--- config.mk ---
export PLATFORM = sky130hd
export DESIGN_NAME = instr_decode_reg
export DESIGN_NICKNAME = d
export VERILOG_FILES = /design/src/rtl/instr_decode_reg.sv
export SDC_FILE = /design/constraint.sdc
export NUM_CORES = 1
export LEC_CHECK = 0
export ABC_AREA = 1
export BUFFER_PORTS_ARGS = -buffer_cell sky130_fd_sc_hd__buf_4
export CORE_ASPECT_RATIO = 0.8
export CORE_MARGIN = 2
export CORE_UTILIZATION = 35
export DETAILED_ROUTE_END_ITERATION = 16
export PLACE_DENSITY = 0.61
export SKIP_LAST_GASP = 1
export SYNTH_ARGS = -nofsm -noshare
export SYNTH_HDL_FRONTEND = slang
export SYNTH_SLANG_ARGS = --single-unit
--- constraint.sdc ---
create_clock -name clk -period 3.58 [get_ports clk]
set_input_delay 0.179 -clock clk [delete_from_list [all_inputs] [get_ports clk]]
set_output_delay 0.179 -clock clk [all_outputs]
set_load 0.1 [all_outputs]
--- src/rtl/instr_decode_reg.sv ---
// -----------------------------------------------------------------------------
// instr_decode_reg
//
// Registered instruction-decode buffer placed directly upstream of the
// sign/zero extend unit. Fetched 32-bit MIPS words are accepted with their PC
// over a valid/ready handshake. They are held in a 2-entry skid buffer
// (head + skid). The head word is presented split into MIPS fields.
// Every field output comes straight from the head register, so there is no
// combinational path from in_instr to the decode outputs.
//
// Optional feature macro: INSTR_COUNT_EN
//   defined   -> instr_count is a free-running 32-bit count of consumed words
//   undefined -> instr_count is tied to zero and no counter register exists
//
// Ports:
//   clk, rst             clock, asynchronous active-high reset
//   in_valid/in_ready    fetch-side handshake, carrying in_instr and in_pc
//   flush                synchronous discard of every buffered word
//   out_valid/out_ready  consume-side handshake for the head entry
//   out_pc               PC of the head entry
//   opcode .. jtarget    field slices of the head instruction
//                        (imm16 feeds the extend unit's data_in)
//   itype                0 = R, 1 = I, 2 = J
//   instr_count          consumed-instruction counter (zero when disabled)
// -----------------------------------------------------------------------------
module instr_decode_reg #(
  parameter int          PC_W     = 32,
  parameter logic [31:0] NOP_WORD = 32'h00000000
) (
  input  logic            clk,
  input  logic            rst,
  input  logic            in_valid,
  output logic            in_ready,
  input  logic [31:0]     in_instr,
  input  logic [PC_W-1:0] in_pc,
  input  logic            flush,
  output logic            out_valid,
  input  logic            out_ready,
  output logic [PC_W-1:0] out_pc,
  output logic [5:0]      opcode,
  output logic [4:0]      rs,
  output logic [4:0]      rt,
  output logic [4:0]      rd,
  output logic [4:0]      shamt,
  output logic [5:0]      funct,
  output logic [15:0]     imm16,
  output logic [25:0]     jtarget,
  output logic [1:0]      itype,
  output logic [31:0]     instr_count
);

  typedef enum logic [1:0] {
    ST_EMPTY = 2'd0,
    ST_ONE   = 2'd1,
    ST_FULL  = 2'd2
  } state_t;

  state_t            state_q, state_d;
  logic [31:0]       head_instr_q, head_instr_d;
  logic [PC_W-1:0]   head_pc_q, head_pc_d;
  logic [31:0]       skid_instr_q, skid_instr_d;
  logic [PC_W-1:0]   skid_pc_q, skid_pc_d;
  logic              in_fire;
  logic              out_fire;

  // Handshake flags depend only on the registered state, never on out_ready.
  assign in_ready  = (state_q != ST_FULL);
  assign out_valid = (state_q != ST_EMPTY);
  assign in_fire   = in_valid & in_ready;
  assign out_fire  = out_valid & out_ready;

  // Next-state and storage update; flush overrides every transition.
  always_comb begin
    state_d      = state_q;
    head_instr_d = head_instr_q;
    head_pc_d    = head_pc_q;
    skid_instr_d = skid_instr_q;
    skid_pc_d    = skid_pc_q;
    if (flush) begin
      state_d      = ST_EMPTY;
      head_instr_d = NOP_WORD;
      head_pc_d    = {PC_W{1'b0}};
      skid_instr_d = NOP_WORD;
      skid_pc_d    = {PC_W{1'b0}};
    end else begin
      case (state_q)
        ST_EMPTY: begin
          if (in_fire) begin
            head_instr_d = in_instr;
            head_pc_d    = in_pc;
            state_d      = ST_ONE;
          end else begin
            state_d = ST_EMPTY;
          end
        end
        ST_ONE: begin
          if (in_fire && !out_fire) begin
            skid_instr_d = in_instr;
            skid_pc_d    = in_pc;
            state_d      = ST_FULL;
          end else if (in_fire && out_fire) begin
            head_instr_d = in_instr;
            head_pc_d    = in_pc;
            state_d      = ST_ONE;
          end else if (out_fire) begin
            // Draining to empty: the field outputs fall back to the NOP word.
            head_instr_d = NOP_WORD;
            head_pc_d    = {PC_W{1'b0}};
            state_d      = ST_EMPTY;
          end else begin
            state_d = ST_ONE;
          end
        end
        ST_FULL: begin
          if (out_fire) begin
            head_instr_d = skid_instr_q;
            head_pc_d    = skid_pc_q;
            skid_instr_d = NOP_WORD;
            skid_pc_d    = {PC_W{1'b0}};
            state_d      = ST_ONE;
          end else begin
            state_d = ST_FULL;
          end
        end
        default: begin
          state_d      = ST_EMPTY;
          head_instr_d = NOP_WORD;
          head_pc_d    = {PC_W{1'b0}};
          skid_instr_d = NOP_WORD;
          skid_pc_d    = {PC_W{1'b0}};
        end
      endcase
    end
  end

  // State and storage registers with asynchronous reset to the empty/NOP state.
  always_ff @(posedge clk or posedge rst) begin
    if (rst) begin
      state_q      <= ST_EMPTY;
      head_instr_q <= NOP_WORD;
      head_pc_q    <= {PC_W{1'b0}};
      skid_instr_q <= NOP_WORD;
      skid_pc_q    <= {PC_W{1'b0}};
    end else begin
      state_q      <= state_d;
      head_instr_q <= head_instr_d;
      head_pc_q    <= head_pc_d;
      skid_instr_q <= skid_instr_d;
      skid_pc_q    <= skid_pc_d;
    end
  end

  // Field outputs are slices of the head register.
  assign out_pc  = head_pc_q;
  assign opcode  = head_instr_q[31:26];
  assign rs      = head_instr_q[25:21];
  assign rt      = head_instr_q[20:16];
  assign rd      = head_instr_q[15:11];
  assign shamt   = head_instr_q[10:6];
  assign funct   = head_instr_q[5:0];
  assign imm16   = head_instr_q[15:0];
  assign jtarget = head_instr_q[25:0];

  // Format class of the head opcode: SPECIAL is R, J/JAL are J, the rest are I.
  always_comb begin
    itype = 2'd1;
    case (head_instr_q[31:26])
      6'd0:       itype = 2'd0;
      6'd2, 6'd3: itype = 2'd2;
      default:    itype = 2'd1;
    endcase
  end

`ifdef INSTR_COUNT_EN
  logic [31:0] count_q, count_d;

  // Consumed-word count; a consume in a flush cycle still counts, wraps at 2^32.
  always_comb begin
    if (out_fire) begin
      count_d = count_q + 32'd1;
    end else begin
      count_d = count_q;
    end
  end

  // Counter register.
  always_ff @(posedge clk or posedge rst) begin
    if (rst) begin
      count_q <= 32'd0;
    end else begin
      count_q <= count_d;
    end
  end

  assign instr_count = count_q;
`else
  assign instr_count = 32'h0;
`endif

endmodule
## Word-level counts from Yosys, hierarchy flattened

Index checks and enable logic that the tools add are counted.

| word-level totals | value |
|---|---|
| input bits | 69 |
| register bits | 130 |
| logic and storage cells | 54 |

| operators by class | value |
|---|---|
| bitwise gates (word level) | 2 |
| mux-type cells | 27 |
| reductions and logical operators | 9 |
| eq/ne operators | 11 |

Operator list:

| cell | number |
|---|---|
| $mux W32 | 15 |
| $pmux W32 S3 | 4 |
| $eq A6 B2 Y1 const B | 2 |
| $ne A3 B3 Y1 const B | 4 |
| $logic_not A6 Y1 | 1 |
| $mux W2 | 3 |
| $pmux W2 S3 | 1 |
| $ne A2 B2 Y1 const B | 2 |
| $ne A4 B4 Y1 const B | 1 |
| $pmux W2 S2 | 1 |
| $reduce_and A4 Y1 | 1 |
| $mux W1 | 3 |
| $reduce_and A3 Y1 | 1 |
| $and A1 B1 Y1 | 2 |
| $eq A2 B1 Y1 const B | 1 |
| $eq A2 B2 Y1 const B | 1 |
| $logic_and A1 B1 Y1 | 2 |
| $logic_not A2 Y1 | 1 |
| $reduce_bool A2 Y1 | 1 |
| $reduce_or A2 Y1 | 1 |
| $logic_not A1 Y1 | 1 |

## Longest topological paths before layout

Gate-level depths: netlist of run 1.

| logic depth | value |
|---|---|
| depth in word-level cells | 7 |
| gate-level depth with buffers | 12 |
| depth with buffers taken out | 10 |

## Worst setup path before layout of run 1

Ideal clock, no wire load.

| path | value |
|---|---|
| path kind | flip-flop to output port |
| start point | register head_instr_q[28] |
| end point | output port itype[0] |
| data required time | 3.401 ns |
| data arrival time | 3.307 ns |
| path buffers | 0 |
| setup slack | 0.094 ns |
| cell stages (with the launch flop) | 4 |
| cells stage by stage | dfrtp_1 nor2_1 and3_1 a31oi_1 |

| on the way | value |
|---|---|
| word-level cells in the longest chain between the ends | 3 |

RTL lines:

| what | RTL line | text |
|---|---|---|
| from (decl) | 59 | `logic [31:0] head_instr_q, head_instr_d;` |
| from (signal assigned) | 146 | `head_instr_q <= head_instr_d;` |
| $eq A6 B2 Y1 | 167 | `case (head_instr_q[31:26])` |
| $reduce_or A2 Y1 | 167 |  |
| $pmux W2 S2 * | 167 |  |
| to (decl) | 48 | `output logic [1:0] itype,` |

Every way passes the cells marked *; elsewhere a longest branch is shown, timed or not.

## Worst setup path in the final report of run 1

| path | value |
|---|---|
| start point | register state_q[1] |
| end point | register head_pc_q[20], in the netlist out_pc[20] |

| on the way | value |
|---|---|
| word-level cells in the longest chain between the ends | 7 |

RTL lines:

| what | RTL line | text |
|---|---|---|
| from (decl) | 58 | `state_t state_q, state_d;` |
| from (signal assigned) | 145 | `state_q <= state_d;` |
| $ne A2 B2 Y1 or $reduce_bool A2 Y1 (tied branches) | 67, 68 |  |
| $and A1 B1 Y1, on equally long branches | 69, 70 |  |
| $logic_and A1 B1 Y1 | 101 | `end else if (in_fire && out_fire) begin` |
| $mux W32 | 101 |  |
| $mux W32 | 97 | `if (in_fire && !out_fire) begin` |
| $pmux W32 S3 | 86 | `case (state_q)` |
| $mux W32 | 79 | `if (flush) begin` |
| to (signal assigned) | 141 | `head_pc_q <= {PC_W{1'b0}};` |
| to (signal assigned) | 147 | `head_pc_q <= head_pc_d;` |
| to (decl) | 60 | `logic [PC_W-1:0] head_pc_q, head_pc_d;` |

Parallel ways exist; a longest one is shown, timed or not. The select of a mux whose other input is x is not followed.
A chain may end at the register's enable or synchronous reset.

==> PnR_summary.wiki, run 1 <==
{| class="wikitable"
! Metric !! Value
|-
| Clock Skews || 0.006133 ns
|-
| Via count of the first global-routing pass || 5,501
|-
| Placer congestion estimate || 0.7601
|-
| Largest stage delay, worst path || 0.65 ns
|-
| Post-synthesis cell type with the largest combined area || dfrtp_1
|-
| Num CTS Buffers || 17
|-
| Count of state elements after synthesis || 130
|-
| Min cycle time layout || 2.619 ns
|-
| Worst slew margin relative to its limit || 43.31%
|-
| Number of antenna violations at the first check in global routing || 0
|-
| Non-filler instance count after layout || 1,263
|-
| Pin count of the biggest net entering global routing || 80
|-
| Cell with the most instances after synthesis || nand2_1
|-
| Total number of vias || 5,943
|-
| Number of resized instances in the post-cts repair step || 0
|-
| Unrepaired setup endpoints after global routing || no
|-
| Power after layout || 5.504 mW
|-
| Total leakage power || 4.253 nW
|-
| Most instantiated flip-flop cell in the synthesis netlist || dfrtp_1
|-
| Final HPWL from detailed placement || 10.90 mm
|-
| Vertical extent of the die || 128.3 um
|-
| Slowest cell on the critical path || buf_4
|-
| Post-layout utilization of the core || 44.34%
|-
| Arr. time, crit path || 2.97 ns
|-
| Remaining number of nets flagged by the antenna check after routing || 0
|-
| Count of flip-flops with a built-in enable after synthesis || 0
|-
| Synth top cells by count || 391 x nand2_1, 130 x dfrtp_1, 85 x buf_4, 70 x nand3_1, 64 x a21oi_1
|-
| MaxCap Viol Count || 0
|-
| Crit path max fanout || 67
|-
| Critical setup path kind || flop to flop
|-
| N_diodes || 0
|-
| Boundary pin count || 211
|-
| Worst min-delay path class || input port to flop
|-
| Detailed-route wire length || 18.05 mm
|-
| Routed length per instance || 14.29 um
|-
| Peak ir drop on the vdd network || 0.2413 mV
|-
| Kind of start point of the critical path || flop
|-
| Worst hold slack across all endpoints || 0.02596 ns
|-
| Dominant cell type by count on the critical path || nand2_1
|-
| Clock transition at the registers of the reported paths || 0.06 ns
|-
| CTS H-tree lvls || 4
|-
| DP Cell Count || 1,231
|-
| Status || complete, no violations
|-
| Synth warnings || 0
|-
| Starting Density || 35.63%
|-
| Endpoint kind of the worst setup timing path || flop
|-
| Die area || 20,450 sq um
|-
| Clock tree from TritonCTS || yes
|-
| Area taken by multi-input logic gates || 2729 sq um
|-
| Number of DRC markers in iteration 0 || 374
|-
| Vias per cell || 4.705
|-
| Final count of hold timing violations || 0
|-
| Number of failing setup endpoints in the final timing report || 0
|-
| Clock insertion delay at the later pin of the skew report || 0.42 ns
|-
| Slew at the pin with the worst max-slew slack || 0.8503 ns
|-
| Period utilization || 73.14%
|-
| Postcts setup bufs || 0
|-
| CP cell instances || inv_2 > buf_4 > nand4_1 > nand3_2 > buf_12 > nand2_1 > nand2_1
|-
| First-pass DRT Iterations || 5
|-
| Clock Root Buffer || clkbuf_16
|-
| Setup Total Neg Slack || 0 ns
|-
| Max-slew violation total from the final report || 0
|-
| Total area of sequential cells || 3253 sq um
|-
| Clock tree buffer depth || 2
|-
| Synthesized area divided by synthesized cell count || 7.630 sq um
|-
| Number of input and output port buffers inserted || 178
|-
| Sequential fraction of the synthesis area || 48.12%
|-
| Async set-reset flop share out of synthesis || 100.0%
|-
| Fraction of final layout cells with drive strength greater than 1 || 22.89%
|-
| Area fraction of the dominant cell type after synthesis || 48.12%
|-
| Required time of the worst setup path || 3.93 ns
|-
| Number of design rule violations left after detail routing || 0
|-
| Wire length of the first global-routing pass || 29.64 mm
|-
| Pwr per Cell Area || 654.2 nW/um^2
|-
| Mapped cell area || 6760 sq um
|-
| Cell count after synthesis || 886
|-
| Synth-to-layout area growth || 24.45%
|-
| FMAX || 381.9 MHz
|-
| Nets@finish || 1,064
|-
| Largest cells by area after synthesis || dfrtp_1 48%, nand2_1 22%, buf_4 9.4%
|-
| Global-route total usage across every layer || 18.21%
|-
| Die Width || 159.4 um
|-
| Clk sinks || 130
|-
| GRT Residual Overflow || 0
|-
| Cell variety after synth || 23
|-
| Std-Cell Rows || 45
|-
| Fillers || 1,943
|-
| Core area || 18,970 sq um
|}
## worst paths after layout
path	startpoint	to	slack (ns)	cells after the start
hold / removal	in_pc[17]	skid_pc_q[17]	0.03	3
max in group asynchronous	rst	head_instr_q[20]	2.55	4
min in group asynchronous	rst	out_pc[15]	0.42	4
setup reg to reg	state_q[1]	out_pc[20]	0.96	7
setup / recovery	state_q[1]	out_pc[20]	0.96	7
hold reg to reg	out_pc[25]	out_pc[25]	0.48	2
## power breakdown
group	switching, mW	total (mW)	internal (mW)
Combinational	1.71	2.08	0.372
Clock	0.642	1.73	1.09
Sequential	0.0941	1.69	1.60
## sequential cells by signal (all words and copies together) (netlist names)
register      count
skid_instr_q     32
skid_pc_q        32
head_instr_q     32
out_pc           32
state_q           2
## routing by layer
layer  vias up  share of wire, %  global-route usage [%]
met4         0               1.1                   5.775
met3        21               7.6                   5.823
met1      2778                48                   25.81
met2       205                43                   26.47
met5         -                 0                       0
li1       2939                 -                       -
## what timing repair did
item                                    in CTS  in global routing
hold buffers                                 1                  0
endpoints found under the setup margin       0                  0
hold endpoints to repair                    79                  0
## through the flow
step                      area (sq um)  setup slack [ns]
after floorplan                   6880           0.09409
after global placement            7814            0.9799
after detailed placement          7814            0.9510
after CTS                         8413            0.9407
after global routing              8413            0.6889
final                             8413            0.9614
## cell families after synthesis
family | Yosys count | share of synthesized area, %
compound gates | 131 | 9.717
fa+ha+maj | 2 | 0.3701
buf+inv | 145 | 13.34
flops | 130 | 48.12
other cells | 1 | 0.05547
simple gates | 477 | 28.39
## layout make-up
cell class | instances | share of cell area (%)
clock inverters | 9 | 1.249
inverters | 11 | 0.5354
well taps | 258 | 3.837
clock buffers | 22 | 5.755
flip-flops and latches | 130 | 38.67
repair buffers | 191 | 17.52
multi-input cells | 642 | 32.44
## critical path, delay by kind of cell, from the launching register on
| kind | cells | cell delay (ns) |
|---|---|---|
| buffers and inverters | 3 | 1.04 |
| AND/OR/NAND/NOR | 4 | 1.02 |
| flip-flops | 1 | 0.46 |
## cells in the final DEF, fill, tap and decap left out, drive strengths merged, types with 2 or more instances in the layout
cell type and instances:
clkinv 3, dfrtp 130, bufinv 2, ha 2
nand2 392, conb 32, o21ai 66, nand3 71
clkbuf 22, inv 10, clkinvlp 5, a21oi 64
nor2 11, buf 190
(Power assumes the default switching activity.)
==> inputs of run 2 (changes only) <==
--- a/config.mk
+++ b/config.mk
@@ -5,7 +5,7 @@
 export SDC_FILE = /design/constraint.sdc
 export NUM_CORES = 1
 export LEC_CHECK = 0
-export ABC_AREA = 1
+export ABC_AREA = 0
 export BUFFER_PORTS_ARGS = -buffer_cell sky130_fd_sc_hd__buf_4
 export CORE_ASPECT_RATIO = 0.8
 export CORE_MARGIN = 2
==> constraint.sdc (replaced) <==
create_clock -name clk -period 2.36 [get_ports clk]
set_input_delay 0.118 -clock clk [delete_from_list [all_inputs] [get_ports clk]]
set_output_delay 0.118 -clock clk [all_outputs]
set_load 0.1 [all_outputs]
==> run 2 against run 1 <==
Against the previous run: synthesized cell count down 22%; hold slack improved by 0.096 ns; fmax grew 17%.
==> PnR_summary.wiki, run 2 <==
{| class="wikitable"
! Metric !! Value
|-
| Status || complete, no violations
|-
| Worst min-delay path class || input port to flop
|-
| Arr. time, crit path || 2.53 ns
|-
| Period utilization || 94.57%
|-
| Clock Skews || 0.007787 ns
|-
| Die Width || 161.0 um
|-
| Boundary pin count || 211
|-
| Highest-count cells in the layout ignoring fill and taps || 185 x buf_4, 140 x nand2_1, 130 x dfrtp_1
|-
| Std-Cell Rows || 45
|-
| Wire length of the first global-routing pass || 28.68 mm
|-
| Max-slew violation total from the final report || 0
|-
| Setup slack after placement || 0.08263 ns
|-
| Fin area || 9428 sq um
|-
| Starting Density || 36.06%
|-
| Most common cell after layout, fill and taps aside || buf_4
|-
| Fraction of the mapped netlist area in adder cells || 0.3625%
|-
| Most instantiated flip-flop cell in the synthesis netlist || dfrtp_1
|-
| Switching fraction of total power || 40.81%
|-
| Routed length per instance || 15.68 um
|-
| N_diodes || 0
|-
| Worst slew margin relative to its limit || 48.19%
|-
| Clock tree from TritonCTS || yes
|-
| MaxCap Viol Count || 0
|-
| Clock transition at the registers of the reported paths || 0.06 ns
|-
| Postcts setup bufs || 0
|-
| Count of state elements after synthesis || 130
|-
| Min cycle time layout || 2.232 ns
|-
| Area fraction of the dominant cell type after synthesis || 47.13%
|-
| Clk sinks || 130
|-
| First-pass DRT Iterations || 4
|-
| Multiplexer share of the synthesized area || 13.85%
|-
| Cell count after synthesis || 687
|-
| Final HPWL from detailed placement || 10.69 mm
|-
| CTS H-tree lvls || 4
|-
| Pin count of the biggest net entering global routing || 77
|-
| Core area || 19,140 sq um
|-
| Setup slack of the worst register-to-register path || 0.13 ns
|-
| Total number of vias || 5,410
|-
| Vias per cell || 4.754
|-
| Post-place instance area || 8066 sq um
|-
| Kind of start point of the critical path || flop
|-
| Number of failing setup endpoints in the final timing report || 0
|-
| Setup Total Neg Slack || 0 ns
|-
| Post-synthesis cell type with the largest combined area || dfrtp_1
|-
| Final count of hold timing violations || 0
|-
| Main combinational cell family by area after synthesis || multiplexers
|-
| Slew at the pin with the worst max-slew slack || 0.7771 ns
|-
| Pwr per Cell Area || 952.6 nW/um^2
|-
| Required time of the worst setup path || 2.66 ns
|-
| Detailed-route wire length || 17.85 mm
|-
| Synth top cells by count || 140 x nand2_1, 130 x dfrtp_1, 75 x buf_4, 65 x o21ai_0, 60 x mux2_4
|-
| Sequential group share of total power || 28.6%
|-
| Total leakage power || 4.437 nW
|-
| Proportion of power drawn by combinational gates || 36.9%
|-
| Depth of the worst hold-timing path || 5
|-
| Xor-xnor portion of the synthesized cell area || 0%
|-
| Internal portion of total power || 5.316 mW
|-
| FMAX || 448.1 MHz
|-
| Post-layout utilization of the core || 49.25%
|-
| Synthesized-area fraction occupied by ao, oa, aoi and oai cells || 12.87%
|-
| Crit path max fanout || 22
|-
| DP Cell Count || 1,040
|-
| Post-synthesis share of cell area spent on and, or, nand and nor gates || 12.47%
|-
| Synthesized area divided by synthesized cell count || 10.05 sq um
|-
| Synth warnings || 0
|-
| Die area || 20,870 sq um
|-
| Number of DRC markers in iteration 0 || 188
|-
| Vertical extent of the die || 129.6 um
|-
| Hold wc startpoint || in_valid
|-
| Count of flip-flops with a built-in enable after synthesis || 0
|-
| Sequential fraction of the synthesis area || 47.13%
|-
| Largest cells by area after synthesis || dfrtp_1 47%, mux2_4 13%, buf_4 8.2%
|-
| Depth of the worst register-to-register path || 8
|-
| Clock Root Buffer || clkbuf_16
|-
| Clock tree buffer depth || 2
|-
| Number of antenna violations at the first check in global routing || 0
|-
| GRT Residual Overflow || 0
|-
| Synth-to-layout area growth || 36.58%
|-
| Via count of the first global-routing pass || 5,270
|-
| Number of input and output port buffers inserted || 178
|-
| Cell with the most instances after synthesis || nand2_1
|-
| Power after layout || 8.981 mW
|-
| Remaining number of nets flagged by the antenna check after routing || 0
|-
| Cell variety after synth || 30
|-
| Start of the worst register-to-register path || state_q[0]
|-
| Fraction of final layout cells with drive strength greater than 1 || 34.66%
|-
| Endpoint kind of the worst setup timing path || flop
|-
| Peak ir drop on the vdd network || 0.6001 mV
|-
| Critical setup path kind || flop to flop
|-
| Fillers || 1,793
|-
| Hold worst-path end || state_q[0]
|-
| Worst hold slack across all endpoints || 0.1219 ns
|-
| Non-filler instance count after layout || 1,138
|-
| Global-route total usage across every layer || 17.44%
|-
| Num CTS Buffers || 17
|-
| Clock insertion delay at the later pin of the skew report || 0.42 ns
|-
| Start point of the critical path || state_q[0]
|-
| Nets@finish || 938
|-
| Clock network fraction of total power || 34.4%
|-
| Placer congestion estimate || 0.7232
|-
| Mapped cell area || 6903 sq um
|-
| Number of design rule violations left after detail routing || 0
|-
| Endpoint of the lowest-slack register-to-register path || head_instr_q[12]
|-
| Async set-reset flop share out of synthesis || 100.0%
|-
| Unrepaired setup endpoints after global routing || yes
|-
| Net switching power || 3.665 mW
|-
| Final WS setup || 0.1282 ns
|}
-- run 2: area by class of cell --
cell class | instances | area (sq um) | area share [%]
multi-input cells | 452 | 2900 | 30.76
clock inverters | 12 | 226.5 | 2.402
well taps | 258 | 322.8 | 3.424
clock buffers | 20 | 466.7 | 4.950
repair buffers | 261 | 2232 | 23.68
flip-flops and latches | 130 | 3253 | 34.51
inverters | 5 | 26.28 | 0.2787
-- run 2: kinds of logic (layout without fill, tap and decap cells) --
family,after synthesis,in the layout
AND/OR/NAND/NOR,218,218
adder cells (fa/ha/maj),2,2
flip-flops,130,130
AO/OA/AOI/OAI,135,135
other,1,32
buffers and inverters,136,298
multiplexers,65,65
-- run 2: power groups by stage --
stage          clock network [mW]  registers, mW  logic (mW)
4_1_cts                      3.17           2.57        3.33
5_1_grt                      3.26           2.60        3.45
3_5_place_dp                    0           2.60        3.24
6_report                     3.09           2.57        3.32
3_3_place_gp                    0           2.61        3.22
2_1_floorplan                   0           3.53        1.87
-- run 2: timing repair --
| item | 4_1_cts | 5_1_grt |
|---|---|---|
| hold buffers | 66 | 0 |
| resized for setup | 0 | 2 |
| endpoints found under the hold margin | 88 | 0 |
| endpoints found under the setup margin | 0 | 35 |
-- run 2: critical path, cell delays in order (launching register included) --
cell and delay (ns):
dfrtp_1 0.46, or2_2 0.32, nand2_1 0.13, inv_1 0.06, ha_2 0.18, o22ai_1 0.17
a21o_4 0.22, buf_12 0.22, mux2_2 0.35
-- run 2: metal layers --
layer	track usage [%]	part of all wire, %
met5	0	0
met1	23.42	48
met3	4.449	5.7
met2	28.30	46
met4	4.622	0.72
-- run 2: worst max-delay path by stage --
stage | endpoint | slack [ns] | cells past startpoint
2_1_floorplan | head_instr_q[27] | -0.45 | 13
6_report | head_instr_q[12] | 0.13 | 8
3_3_place_gp | out_pc[18] | 0.09 | 8
4_1_cts | out_pc[23] | 0.07 | 8
3_5_place_dp | head_instr_q[4] | 0.08 | 9
5_1_grt | head_instr_q[11] | -0.03 | 8
==> inputs of run 3 (changes only) <==
--- a/config.mk
+++ b/config.mk
@@ -9,9 +9,9 @@
 export BUFFER_PORTS_ARGS = -buffer_cell sky130_fd_sc_hd__buf_4
 export CORE_ASPECT_RATIO = 0.8
 export CORE_MARGIN = 2
-export CORE_UTILIZATION = 35
+export CORE_UTILIZATION = 45
 export DETAILED_ROUTE_END_ITERATION = 16
-export PLACE_DENSITY = 0.61
+export PLACE_DENSITY = 0.75
 export SKIP_LAST_GASP = 1
 export SYNTH_ARGS = -nofsm -noshare
 export SYNTH_HDL_FRONTEND = slang
==> run 3 against run 2 <==
Against the previous run: utilization increased by 12 points; fmax decreased by 0.12%; first-iteration DRC count rose by 80%; clock power decreased by 18%; sequential power about the same; routed wire length down 6.1%; via count grew 1.4%; critical endpoint is now head_instr_q[29].
==> PnR_summary.wiki, run 3 (same netlist as run 2, synthesis figures left out) <==
{| class="wikitable"
! Metric !! Value
|-
| First-pass DRT Iterations || 7
|-
| Slowest cell on the critical path || dfrtp_1
|-
| Clk sinks || 130
|-
| Crit path max fanout || 33
|-
| Worst slew margin relative to its limit || 48.38%
|-
| Total leakage power || 4.373 nW
|-
| Starting Density || 45.97%
|-
| Max-slew violation total from the final report || 0
|-
| Via count of the first global-routing pass || 5,378
|-
| N_diodes || 0
|-
| Pwr per Cell Area || 914.6 nW/um^2
|-
| Total number of vias || 5,488
|-
| Number of antenna violations at the first check in global routing || 0
|-
| Setup slack of the worst register-to-register path || 0.13 ns
|-
| Peak ir drop on the vdd network || 0.7277 mV
|-
| Depth of the worst register-to-register path || 9
|-
| Number of input and output port buffers inserted || 178
|-
| MaxCap Viol Count || 0
|-
| Endpoint of the lowest-slack register-to-register path || head_instr_q[29]
|-
| Num CTS Buffers || 17
|-
| Start of the worst register-to-register path || state_q[1]
|-
| CTS H-tree lvls || 4
|-
| Number of design rule violations left after detail routing || 0
|-
| Worst hold slack across all endpoints || 0.09311 ns
|-
| Largest stage delay, worst path || 0.41 ns
|-
| Endpoint kind of the worst setup timing path || flop
|-
| Clock transition at the registers of the reported paths || 0.06 ns
|-
| Arr. time, crit path || 2.52 ns
|-
| Clock tree from TritonCTS || yes
|-
| Period utilization || 94.68%
|-
| Die Width || 142.5 um
|-
| Routed length per instance || 15.72 um
|-
| Post-layout utilization of the core || 61.26%
|-
| Vias per cell || 5.148
|-
| Pin count of the biggest net entering global routing || 89
|-
| Final count of hold timing violations || 0
|-
| Placer congestion estimate || 0.7531
|-
| Fillers || 1,227
|-
| CP cell instances || or2_2 > nand2_1 > inv_1 > ha_2 > nand2b_4 > buf_4 > a32oi_1 > nor2_1 > mux2_4
|-
| FMAX || 447.5 MHz
|-
| Synth-to-layout area growth || 33.24%
|-
| Slew at the pin with the worst max-slew slack || 0.7743 ns
|-
| Nets@finish || 938
|-
| Number of failing setup endpoints in the final timing report || 0
|-
| Clock Root Buffer || clkbuf_16
|-
| Critical path destination || head_instr_q[29]
|-
| GRT Residual Overflow || 0
|-
| Clock Skews || 0.007059 ns
|-
| Power after layout || 8.412 mW
|-
| Detailed-route wire length || 16.76 mm
|-
| Remaining number of nets flagged by the antenna check after routing || 0
|-
| Most common cell after layout, fill and taps aside || buf_4
|-
| Worst min-delay path class || input port to flop
|-
| Postcts setup bufs || 0
|-
| Start point of the critical path || state_q[1]
|-
| Clock tree buffer depth || 2
|-
| Global-route total usage across every layer || 20.78%
|-
| Status || complete, no violations
|-
| Number of resized instances in the post-cts repair step || 0
|-
| Critical setup path kind || flop to flop
|-
| Die area || 16,350 sq um
|-
| Number of DRC markers in iteration 0 || 338
|-
| Wire length of the first global-routing pass || 27.04 mm
|-
| Vertical extent of the die || 114.8 um
|-
| Core area || 15,010 sq um
|-
| Required time of the worst setup path || 2.65 ns
|-
| Std-Cell Rows || 40
|-
| Fraction of final layout cells with drive strength greater than 1 || 34.09%
|-
| Final HPWL from detailed placement || 10.31 mm
|-
| Unrepaired setup endpoints after global routing || yes
|-
| Highest-count cells in the layout ignoring fill and taps || 188 x buf_4, 140 x nand2_1, 130 x dfrtp_1
|-
| Kind of start point of the critical path || flop
|-
| Min cycle time layout || 2.234 ns
|-
| Clock insertion delay at the later pin of the skew report || 0.41 ns
|-
| Boundary pin count || 211
|}
run 3: worst min-delay path by stage:
stage                      from          endpoint  slack (ns)  cells after the start
after detailed placement    rst  head_instr_q[15]        0.23                      2
final                     flush        state_q[1]        0.09                      2
after global placement      rst  head_instr_q[12]        0.22                      2
after floorplan           flush        state_q[1]        0.18                      1
after CTS                 flush        state_q[1]        0.08                      2
after global routing      flush        state_q[1]        0.10                      2
run 3: stage by stage:
stage / instance area [sq um] / setup TNS [ns] / setup WS, ns / instances
2_1_floorplan: 7208 / -39.05 / -0.4486 / 718
3_3_place_gp: 7968 / 0 / 0.1868 / 971
3_5_place_dp: 7968 / 0 / 0.1472 / 971
4_1_cts: 9198 / 0 / 0.1246 / 1066
5_1_grt: 9198 / -0.004799 / -0.003386 / 1066
6_report: 9198 / 0 / 0.1256 / 1066
run 3: power by group:
| part | total, mW | switching (mW) | internal, mW |
|---|---|---|---|
| Sequential | 2.57 | 0.151 | 2.42 |
| Combinational | 3.30 | 2.49 | 0.815 |
| Clock | 2.54 | 0.893 | 1.65 |
| Total | 8.41 | 3.53 | 4.88 |
run 3: worst max-delay path, delay by kind of cell, from the launching register on:
kind	cells	cell delay [ns]
simple gates	4	0.65
flops	1	0.41
buf+inv	2	0.29
mux	1	0.29
compound gates	1	0.27
fa+ha+maj	1	0.18
run 3: routing by layer:
metal	global-route usage (%)	share of wire, %	vias up
li1	-	-	2599
met1	27.82	45	2650
met2	34.23	47	216
met5	0	0	-
met3	4.623	6.4	23
met4	6.139	1.3	0
run 3: what timing repair did:
item,in CTS,in global routing
hold buffers,66,0
endpoints found under the hold margin,88,0
setup endpoints to repair,0,2
run 3: area by class of cell:
class / count / area, sq um / area share [%]
clock buffers: 24 / 491.7 / 5.346
clock inverters: 5 / 77.57 / 0.8434
inverters: 5 / 26.28 / 0.2857
multi-input cells: 452 / 2900 / 31.53
flip-flops and latches: 130 / 3253 / 35.37
well taps: 189 / 236.5 / 2.571
repair buffers: 261 / 2212 / 24.05
